**config.mk**
```make
export PLATFORM = sky130hd
export DESIGN_NAME = gpo_pad_seq
export DESIGN_NICKNAME = d
export VERILOG_FILES = /design/src/rtl/gpo_pad_pkg.sv /design/src/rtl/pad_sync2.sv /design/src/rtl/gpo_pad_seq.sv
export SDC_FILE = /design/constraint.sdc
export NUM_CORES = 1
export LEC_CHECK = 0
export CORE_MARGIN = 2
export CORE_UTILIZATION = 56
export CTS_CLUSTER_SIZE = 14
export DETAILED_ROUTE_END_ITERATION = 10
export GPL_TIMING_DRIVEN = 0
export PLACE_DENSITY = 0.8
export RECOVER_POWER = 50
export SYNTH_ARGS = -nofsm -noshare
export SYNTH_HDL_FRONTEND = slang
export SYNTH_SLANG_ARGS = --single-unit
```
**constraint.sdc**
```tcl
create_clock -name clk_i -period 3.4 [get_ports clk_i]
set_clock_uncertainty 0.1 [all_clocks]
set_input_delay 0.34 -clock clk_i [delete_from_list [all_inputs] [get_ports clk_i]]
set_output_delay 0.34 -clock clk_i [all_outputs]
set_load 0.005 [all_outputs]
```
**src/rtl/gpo_pad_pkg.sv**
```systemverilog
// Shared types and default parameters for the general-purpose pad output sequencer.
// The state enum is also used by the bench to observe the FSM through its debug port.
package gpo_pad_pkg;

    localparam int DS_W_DEF       = 2;
    localparam int SETTLE_CYC_DEF = 4;
    localparam int TURN_CYC_DEF   = 2;
    localparam int CHK_DLY_DEF    = 4;

    localparam int DS_W = DS_W_DEF;
    typedef logic [DS_W-1:0] ds_code_t;

    typedef enum logic [1:0] {
        ST_IDLE  = 2'd0,
        ST_CFG   = 2'd1,
        ST_DRIVE = 2'd2,
        ST_TURN  = 2'd3
    } pad_state_e;

endpackage

```
**src/rtl/pad_sync2.sv**
```systemverilog
// Generic two-flop synchronizer for asynchronous inputs.
// It resets to zero, asynchronously and active-low.
module pad_sync2 #(
    parameter int W = 1
) (
    input  logic         clk_i,
    input  logic         rst_ni,
    input  logic [W-1:0] d_i,
    output logic [W-1:0] q_o
);

    logic [W-1:0] meta;

    always_ff @(posedge clk_i or negedge rst_ni) begin
        if (!rst_ni) begin
            meta <= '0;
            q_o  <= '0;
        end else begin
            meta <= d_i;
            q_o  <= meta;
        end
    end

endmodule

```
**src/rtl/gpo_pad_seq.sv**
```systemverilog
// Core-side pad output sequencer: settles drive strength before OE, enforces an OE-low turnaround,
// supports push-pull / open-drain, and flags readback contention. en_i is a level request, not a
// handshake: holding it keeps the pad driven, dropping it starts the turnaround.
module gpo_pad_seq
    import gpo_pad_pkg::*;
#(
    parameter int DS_W       = DS_W_DEF,
    parameter int SETTLE_CYC = SETTLE_CYC_DEF,
    parameter int TURN_CYC   = TURN_CYC_DEF,
    parameter int CHK_DLY    = CHK_DLY_DEF
) (
    input  logic            clk_i,
    input  logic            rst_ni,
    input  logic            en_i,
    input  logic            od_i,
    input  logic [DS_W-1:0] ds_i,
    input  logic            do_i,
    input  logic            err_clr_i,
    input  logic            pad_di_i,
    output logic            pad_do_o,
    output logic            pad_oe_o,
    output logic [DS_W-1:0] pad_ds_o,
    output logic            pad_ie_o,
    output logic            busy_o,
    output logic            active_o,
    output logic            err_o,
    output pad_state_e      dbg_state_o
);

    localparam int CNT_MAX = (SETTLE_CYC > TURN_CYC) ? SETTLE_CYC : TURN_CYC;
    localparam int CNT_W   = $clog2(CNT_MAX + 1);
    localparam int STAB_W  = $clog2(CHK_DLY + 1);

    localparam logic [CNT_W-1:0]  SETTLE_LD = CNT_W'(SETTLE_CYC - 1);
    localparam logic [CNT_W-1:0]  TURN_LD   = CNT_W'(TURN_CYC - 1);
    localparam logic [STAB_W-1:0] STAB_MAX  = STAB_W'(CHK_DLY);
    localparam logic [STAB_W-1:0] STAB_CMP  = STAB_W'(CHK_DLY - 1);

    pad_state_e       state;
    logic [CNT_W-1:0] cnt;
    logic             lat_od;
    logic [DS_W-1:0]  lat_ds;
    logic             cfg_chg;

    assign cfg_chg     = (ds_i != lat_ds) || (od_i != lat_od);
    assign dbg_state_o = state;

    // Single FSM; every pad pin and status bit is updated on the same edge as the state.
    always_ff @(posedge clk_i or negedge rst_ni) begin
        if (!rst_ni) begin
            state    <= ST_IDLE;
            cnt      <= '0;
            lat_od   <= 1'b0;
            lat_ds   <= '0;
            pad_do_o <= 1'b0;
            pad_oe_o <= 1'b0;
            pad_ds_o <= '0;
            pad_ie_o <= 1'b0;
            busy_o   <= 1'b0;
            active_o <= 1'b0;
        end else begin
            case (state)
                ST_IDLE: begin
                    if (en_i) begin
                        state    <= ST_CFG;
                        lat_od   <= od_i;
                        lat_ds   <= ds_i;
                        pad_ds_o <= ds_i;
                        cnt      <= SETTLE_LD;
                        pad_ie_o <= 1'b1;
                        busy_o   <= 1'b1;
                    end
                end
                ST_CFG: begin
                    if (!en_i) begin
                        state    <= ST_IDLE;
                        pad_ie_o <= 1'b0;
                        busy_o   <= 1'b0;
                    end else if (cfg_chg) begin
                        lat_od   <= od_i;
                        lat_ds   <= ds_i;
                        pad_ds_o <= ds_i;
                        cnt      <= SETTLE_LD;
                    end else if (cnt == '0) begin
                        state    <= ST_DRIVE;
                        busy_o   <= 1'b0;
                        active_o <= 1'b1;
                        pad_oe_o <= lat_od ? ~do_i : 1'b1;
                        pad_do_o <= lat_od ? 1'b0 : do_i;
                    end else begin
                        cnt <= cnt - CNT_W'(1);
                    end
                end
                ST_DRIVE: begin
                    if (!en_i || cfg_chg) begin
                        state    <= ST_TURN;
                        cnt      <= TURN_LD;
                        pad_oe_o <= 1'b0;
                        pad_do_o <= 1'b0;
                        busy_o   <= 1'b1;
                        active_o <= 1'b0;
                    end else begin
                        pad_oe_o <= lat_od ? ~do_i : 1'b1;
                        pad_do_o <= lat_od ? 1'b0 : do_i;
                    end
                end
                ST_TURN: begin
                    // The window always runs to completion; requests are only looked at when it ends.
                    if (cnt != '0) begin
                        cnt <= cnt - CNT_W'(1);
                    end else if (en_i) begin
                        state    <= ST_CFG;
                        lat_od   <= od_i;
                        lat_ds   <= ds_i;
                        pad_ds_o <= ds_i;
                        cnt      <= SETTLE_LD;
                    end else begin
                        state    <= ST_IDLE;
                        pad_ie_o <= 1'b0;
                        busy_o   <= 1'b0;
                    end
                end
                default: state <= ST_IDLE;
            endcase
        end
    end

    logic              di_s;
    logic              prev_do;
    logic              prev_oe;
    logic [STAB_W-1:0] stab_cnt;
    logic              out_chg;
    logic              cmp_hit;

    pad_sync2 #(.W(1)) u_di_sync (
        .clk_i (clk_i),
        .rst_ni(rst_ni),
        .d_i   (pad_di_i),
        .q_o   (di_s)
    );

    // stab_cnt = edges the registered pad outputs have held their value while driving.
    assign out_chg = (pad_do_o != prev_do) || (pad_oe_o != prev_oe);
    assign cmp_hit = (state == ST_DRIVE) && !out_chg && (stab_cnt == STAB_CMP) &&
                     pad_oe_o && (di_s != pad_do_o);

    always_ff @(posedge clk_i or negedge rst_ni) begin
        if (!rst_ni) begin
            prev_do  <= 1'b0;
            prev_oe  <= 1'b0;
            stab_cnt <= '0;
            err_o    <= 1'b0;
        end else begin
            prev_do <= pad_do_o;
            prev_oe <= pad_oe_o;
            if (state != ST_DRIVE) begin
                stab_cnt <= '0;
            end else if (out_chg) begin
                stab_cnt <= STAB_W'(1);
            end else if (stab_cnt != STAB_MAX) begin
                stab_cnt <= stab_cnt + STAB_W'(1);
            end
            if (cmp_hit) begin
                err_o <= 1'b1;
            end else if (err_clr_i) begin
                err_o <= 1'b0;
            end
        end
    end

endmodule

```
# Word-level counts from Yosys, hierarchy flattened

Cells that the tools add are included.

Divide/modulo/power cells: 0
Reduce and logical (&&, ||, !) cells: 23
Equality and inequality tests: 22
Multiplexer cells: 61
Add/sub/neg operators: 2
Magnitude comparators: 0
Shift-type cells: 0
$mul: 0
Bitwise gates (word level): 1

Operators by type and width:

| kind                                                                   | count |
|---|---|
| 1-bit two-way mux                                                      | 30 |
| 3-bit two-way mux                                                      | 9 |
| 2-bit two-way mux                                                      | 12 |
| 2-bit != test (second input constant)                                  | 9 |
| 3-bit != test (second input constant)                                  | 4 |
| 2-bit one-hot mux with 3 select lines                                  | 2 |
| 3-bit one-hot mux with 4 select lines                                  | 1 |
| 5-bit AND reduction                                                    | 2 |
| 3-bit nonzero test                                                     | 3 |
| 2-bit one-hot mux with 4 select lines                                  | 1 |
| 4-bit AND reduction                                                    | 2 |
| 1-bit one-hot mux with 2 select lines                                  | 3 |
| 1-bit one-hot mux with 3 select lines                                  | 2 |
| 3-bit AND reduction                                                    | 2 |
| 6-bit AND reduction                                                    | 1 |
| 2-bit equality test (second input constant)                            | 2 |
| 1-bit logical AND                                                      | 4 |
| 1-bit != test                                                          | 4 |
| 1-bit one-hot mux with 4 select lines                                  | 1 |
| 2-bit nonzero test                                                     | 2 |
| 3-bit by 1-bit adder with 3-bit output (second input constant)         | 1 |
| 3-bit by 2-bit equality test with 1-bit output (second input constant) | 1 |
| 3-bit zero test                                                        | 1 |
| 1-bit logical OR                                                       | 3 |
| 6 further kinds                                                        | 7 |

Word-level logic and storage cells: 125
Output and inout port bits: 10
Memories kept: 0
Bits in read-only memories: 0
Latch bits: 0
Bits in writable memories: 0
Input port bits: 9
Bits in registers: 23

# Logic depth before layout (Yosys ltp)

Word-level depth: 8
Mapped depth: 6
Depth with buffers taken out: 6

# Hierarchy

From an unflattened synthesis, not the netlist that was laid out.

Cell total of the unflattened synthesis: 117
Area, all modules: 1202.4 um2

Modules (own cells, without submodules):

| module      | sequential area each (um2) | instances | cells an instance | area an instance (um2) |
|---|---|---|---|---|
| gpo_pad_seq | 475.5                      | 1         | 115               | 1152.4 |
| pad_sync2   | 50.0                       | 1         | 2                 | 50.0 |

# Worst setup path before layout

Ideal clock, no wire load.

Path kind: register to register
From: register cnt[0]
To: register lat_od
Data arrival time: 1375 ps
Path slack: 1797 ps
Period minus slack after synthesis: 1603 ps
Setup time: 128 ps
Required time: 3172 ps
Buffers on the path: 0
Stages on the path, launching flop included: 7
Path through: dfrtp_1 inv_1 ha_1 nand2b_1 o21ai_2 o211ai_2 mux2_1

Word-level cells in the longest chain between the ends: 3

RTL lines:

| what                          | line               | text |
|---|---|---|
| start: declaration            | gpo_pad_seq.sv:40  | `logic [CNT_W-1:0] cnt;` |
| start signal: assignment      | gpo_pad_seq.sv:91  | `cnt <= cnt - CNT_W'(1);` |
| start signal: assignment      | gpo_pad_seq.sv:110 | `cnt <= cnt - CNT_W'(1);` |
| 3-bit nonzero test            | gpo_pad_seq.sv:109 | `if (cnt != '0) begin` |
| 2-bit != test (no line)       | n/a                |  |
| 4-bit AND reduction (no line) | n/a                |  |
| end signal: assignment        | gpo_pad_seq.sv:66  | `lat_od <= od_i;` |
| end signal: assignment        | gpo_pad_seq.sv:80  | `lat_od <= od_i;` |
| end signal: assignment        | gpo_pad_seq.sv:113 | `lat_od <= od_i;` |
| end: declaration              | gpo_pad_seq.sv:41  | `logic lat_od;` |

No other way between the ends.
A chain may end at the register's enable or synchronous reset.

# Worst setup path in the final report

Same ends and word-level chain as after synthesis.

==> flow_summary.toml <==
[drt]
final_antenna_net_count = 0
num_vias = 961
viasPerCell = 5.860
wl_per_cell_um = 14.78
dr.pass1.iters = 4
drt_first_iter_violations = 19
drt_wl_total_um = 2424
post-route-drc-count = 0

[worst_setup_path]
required_ps = 3510
regToRegSetupSlack_ps = 1530
reg2regPathDepth = 6
reg2reg_to = "lat_od"
critPathLaunchType = "flop"
worstPathArrival_ps = 1980
crit-reg2reg-launch = "cnt[0]"
critPathMaxFanout = 7
setup.worst_path.class = "reg -> reg"
cp-end-kind = "flop"

[final_layout]
fin_util_pct = 72.35
drive_gt1_share_pct = 12.41
diodes = 0
syn_to_final_growth_pct = 19.50
multiInputGateArea_um2 = 610.6
regArea_um2 = 525.5
nets = 152
fillCellCount = 137
final_area_um2 = 1434

[grt]
grt_pass1_vias = 962
grt_first_pass_wirelength_um = 4160
antenna_found_initial = 0
grt_max_degree = 22
grt_use_total_pct = 21.54
grt.overflow.total = 0

[clock_network]
cts-htree-levels = 1
cts_buffer_depth = 2
cts_tree = "done"
cts_hold_buf = 0
clk_pin_slew_worst_paths_ps = 120
clkLatencyLatePin_ps = 310
cts_sinks = 21
cts_setup_buffers = 0
ctsResizeCount = 0
cts_buffers = 3
root_buffer = "clkbuf_4"

[power_and_ir_drop]
combPwrFrac_pct = 48.3
p_per_area_nw_per_um2 = 716.7
pwr-share-clk_pct = 12.2
swShare_pct = 39.53
intPower_uw = 621.4
max-vdd-ir-drop_mv = 0.4997
leakagePower_nw = 0.6273
power_switching_uw = 406.3
p_total_mw = 1.028
sequentialPowerShare_pct = 39.5

[timing]
hold_violations = 0
slew_violations = 0
fin_crit_sh_pct = 54.97
fin_crit_ps = 1869
holdWs_ps = 263.4
worstMarginPinSlew_ps = 951.2
max_freq_mhz = 535.1
tns_ps = 0
rsz0062_at_grt = "false"
relSlewSlack_pct = 36.38
setup_violations = 0

[logic_synthesis]
ys_seq_elements = 21
synth_ff_type = "dfrtp_1"
ys_types = 42
netlist_instances = 116
syn-num-nets = 130
synth_edf_count = 0
synth_top_area_cell = "dfrtp_1"
syn_area_per_cell_um2 = 10.34
synth_area_leaders = "dfrtp_1 (44%), ha_1 (5.2%), xnor2_2 (4.1%), a21oi_1 (3.8%), inv_1 (3.8%)"
synthArstFlopShare_pct = 100.0
synth_seq_area_share_pct = 43.80
ys_warn_count = 0
synth.top_cell.area_share_pct = 43.80
netlist_area_um2 = 1200

[floorplan]
io_pins = 19
core_area_um2 = 1982
rows = 16
start_util_pct = 60.54
fp.dieH_um = 50.29
fp.dieW_um = 50.29
dieArea_um2 = 2529

[status]
status = "complete, no violations"

[placed_design]
hpwl_um = 1840
port_buffers = 17
gp_congestion = 0.8203
place_area_um2 = 1404

[flow_run]
cap_violations = 0

[min_path]
hold_path_end = "u_di_sync.q_o"
hp-class = "reg -> reg"
hp-start = "u_di_sync.meta"
hold-path-cell-count = 0
## area by class of cell
class,count,share of cell area (%)
Timing Repair Buffer,17,11.87
Tap cell,27,2.356
Sequential cell,21,36.65
Clock buffer,3,1.571
Buffer,4,1.309
Clock inverter,1,0.5236
Multi-Input combinational cell,79,42.58
Inverter,12,3.141
## flip-flops by register name, indices dropped and copies added, names as in the netlist, named ones only
register,cells
lat_od,1
stab_cnt,3
pad_oe_o,1
busy_o,1
active_o,1
pad_ie_o,1
cnt,3
u_di_sync.meta,1
dbg_state_o,1
prev_do,1
u_di_sync.q_o,1
pad_ds_o,2
pad_do_o,1
prev_oe,1
err_o,1
## worst max path at each step
stage	start	to	slack (ps)
2_1_floorplan	cnt[0]	lat_od	1800
3_3_place_gp	od_i	pad_ds_o[1]	1320
3_5_place_dp	od_i	lat_od	1290
4_1_cts	cnt[0]	lat_od	1540
5_1_grt	cnt[0]	pad_ds_o[1]	1460
6_report	cnt[0]	lat_od	1530
## cell usage in the layout, fill, tap and decap left out, drive strengths merged, types with 2 or more instances in the layout
cell	n
clkbuf	4
a21oi	9
dfrtp	21
xor2	3
inv	12
nand4	3
nand3	7
mux2	3
nand2b	4
o21ai	3
a221oi	2
clkdlybuf4s50	15
nand2	10
dlygate4sd3	2
o211ai	2
o22ai	3
xnor2	4
a22o	2
buf	3
ha	5
a211oi	2
## worst max-delay path, cell delays in order (launching register included)
cell and delay [ps]:
dfrtp_1 420, inv_1 120, ha_1 220, nand2b_1 210, o21ai_2 220, o211ai_2 150
mux2_1 340
## routing by layer
layer / up-vias / global-route usage [%] / share of wire [%]
li1: 461 / - / -
met1: 470 / 27.10 / 44
met2: 25 / 37.50 / 51
met3: 5 / 2.083 / 3.4
met4: 0 / 9.459 / 1.7
met5: - / 0 / 0
## metrics by stage
step	setup WS (ps)	std cells
6_report	1531	164
5_1_grt	1462	164
3_5_place_dp	1287	160
3_3_place_gp	1319	160
4_1_cts	1539	164
2_1_floorplan	1797	116
## synth_stat cells (2+ instances only)
library cell / n
dfrtp_1: 21
inv_1: 12
nand2_1: 10
a21oi_1: 9
nand3_1: 6
ha_1: 5
buf_2: 3
mux2_1: 3
nand2b_1: 3
o22ai_1: 3
xnor2_2: 3
xor2_1: 3
a211oi_1: 2
a221oi_1: 2
a22o_1: 2
nand4_1: 2
o21ai_0: 2
## cells by family after synthesis
family / after synthesis / share of synthesized area (%)
AOI/OAI and AO/OA: 32 / 18.98
xor gates and xnor gates: 7 / 6.987
adders and majority gates: 5 / 5.214
buffers and inverters: 16 / 5.317
DFF: 21 / 43.80
muxes: 4 / 3.649
and+or+nand+nor: 31 / 16.06
## power by group through the flow
stage / Sequential, mW / Combinational [mW] / Clock, mW
2_1_floorplan: 0.404 / 0.310 / 0
3_3_place_gp: 0.405 / 0.476 / 0
3_5_place_dp: 0.412 / 0.496 / 0
4_1_cts: 0.406 / 0.499 / 0.130
5_1_grt: 0.415 / 0.546 / 0.141
6_report: 0.405 / 0.496 / 0.126
(Power assumes the default switching activity.)
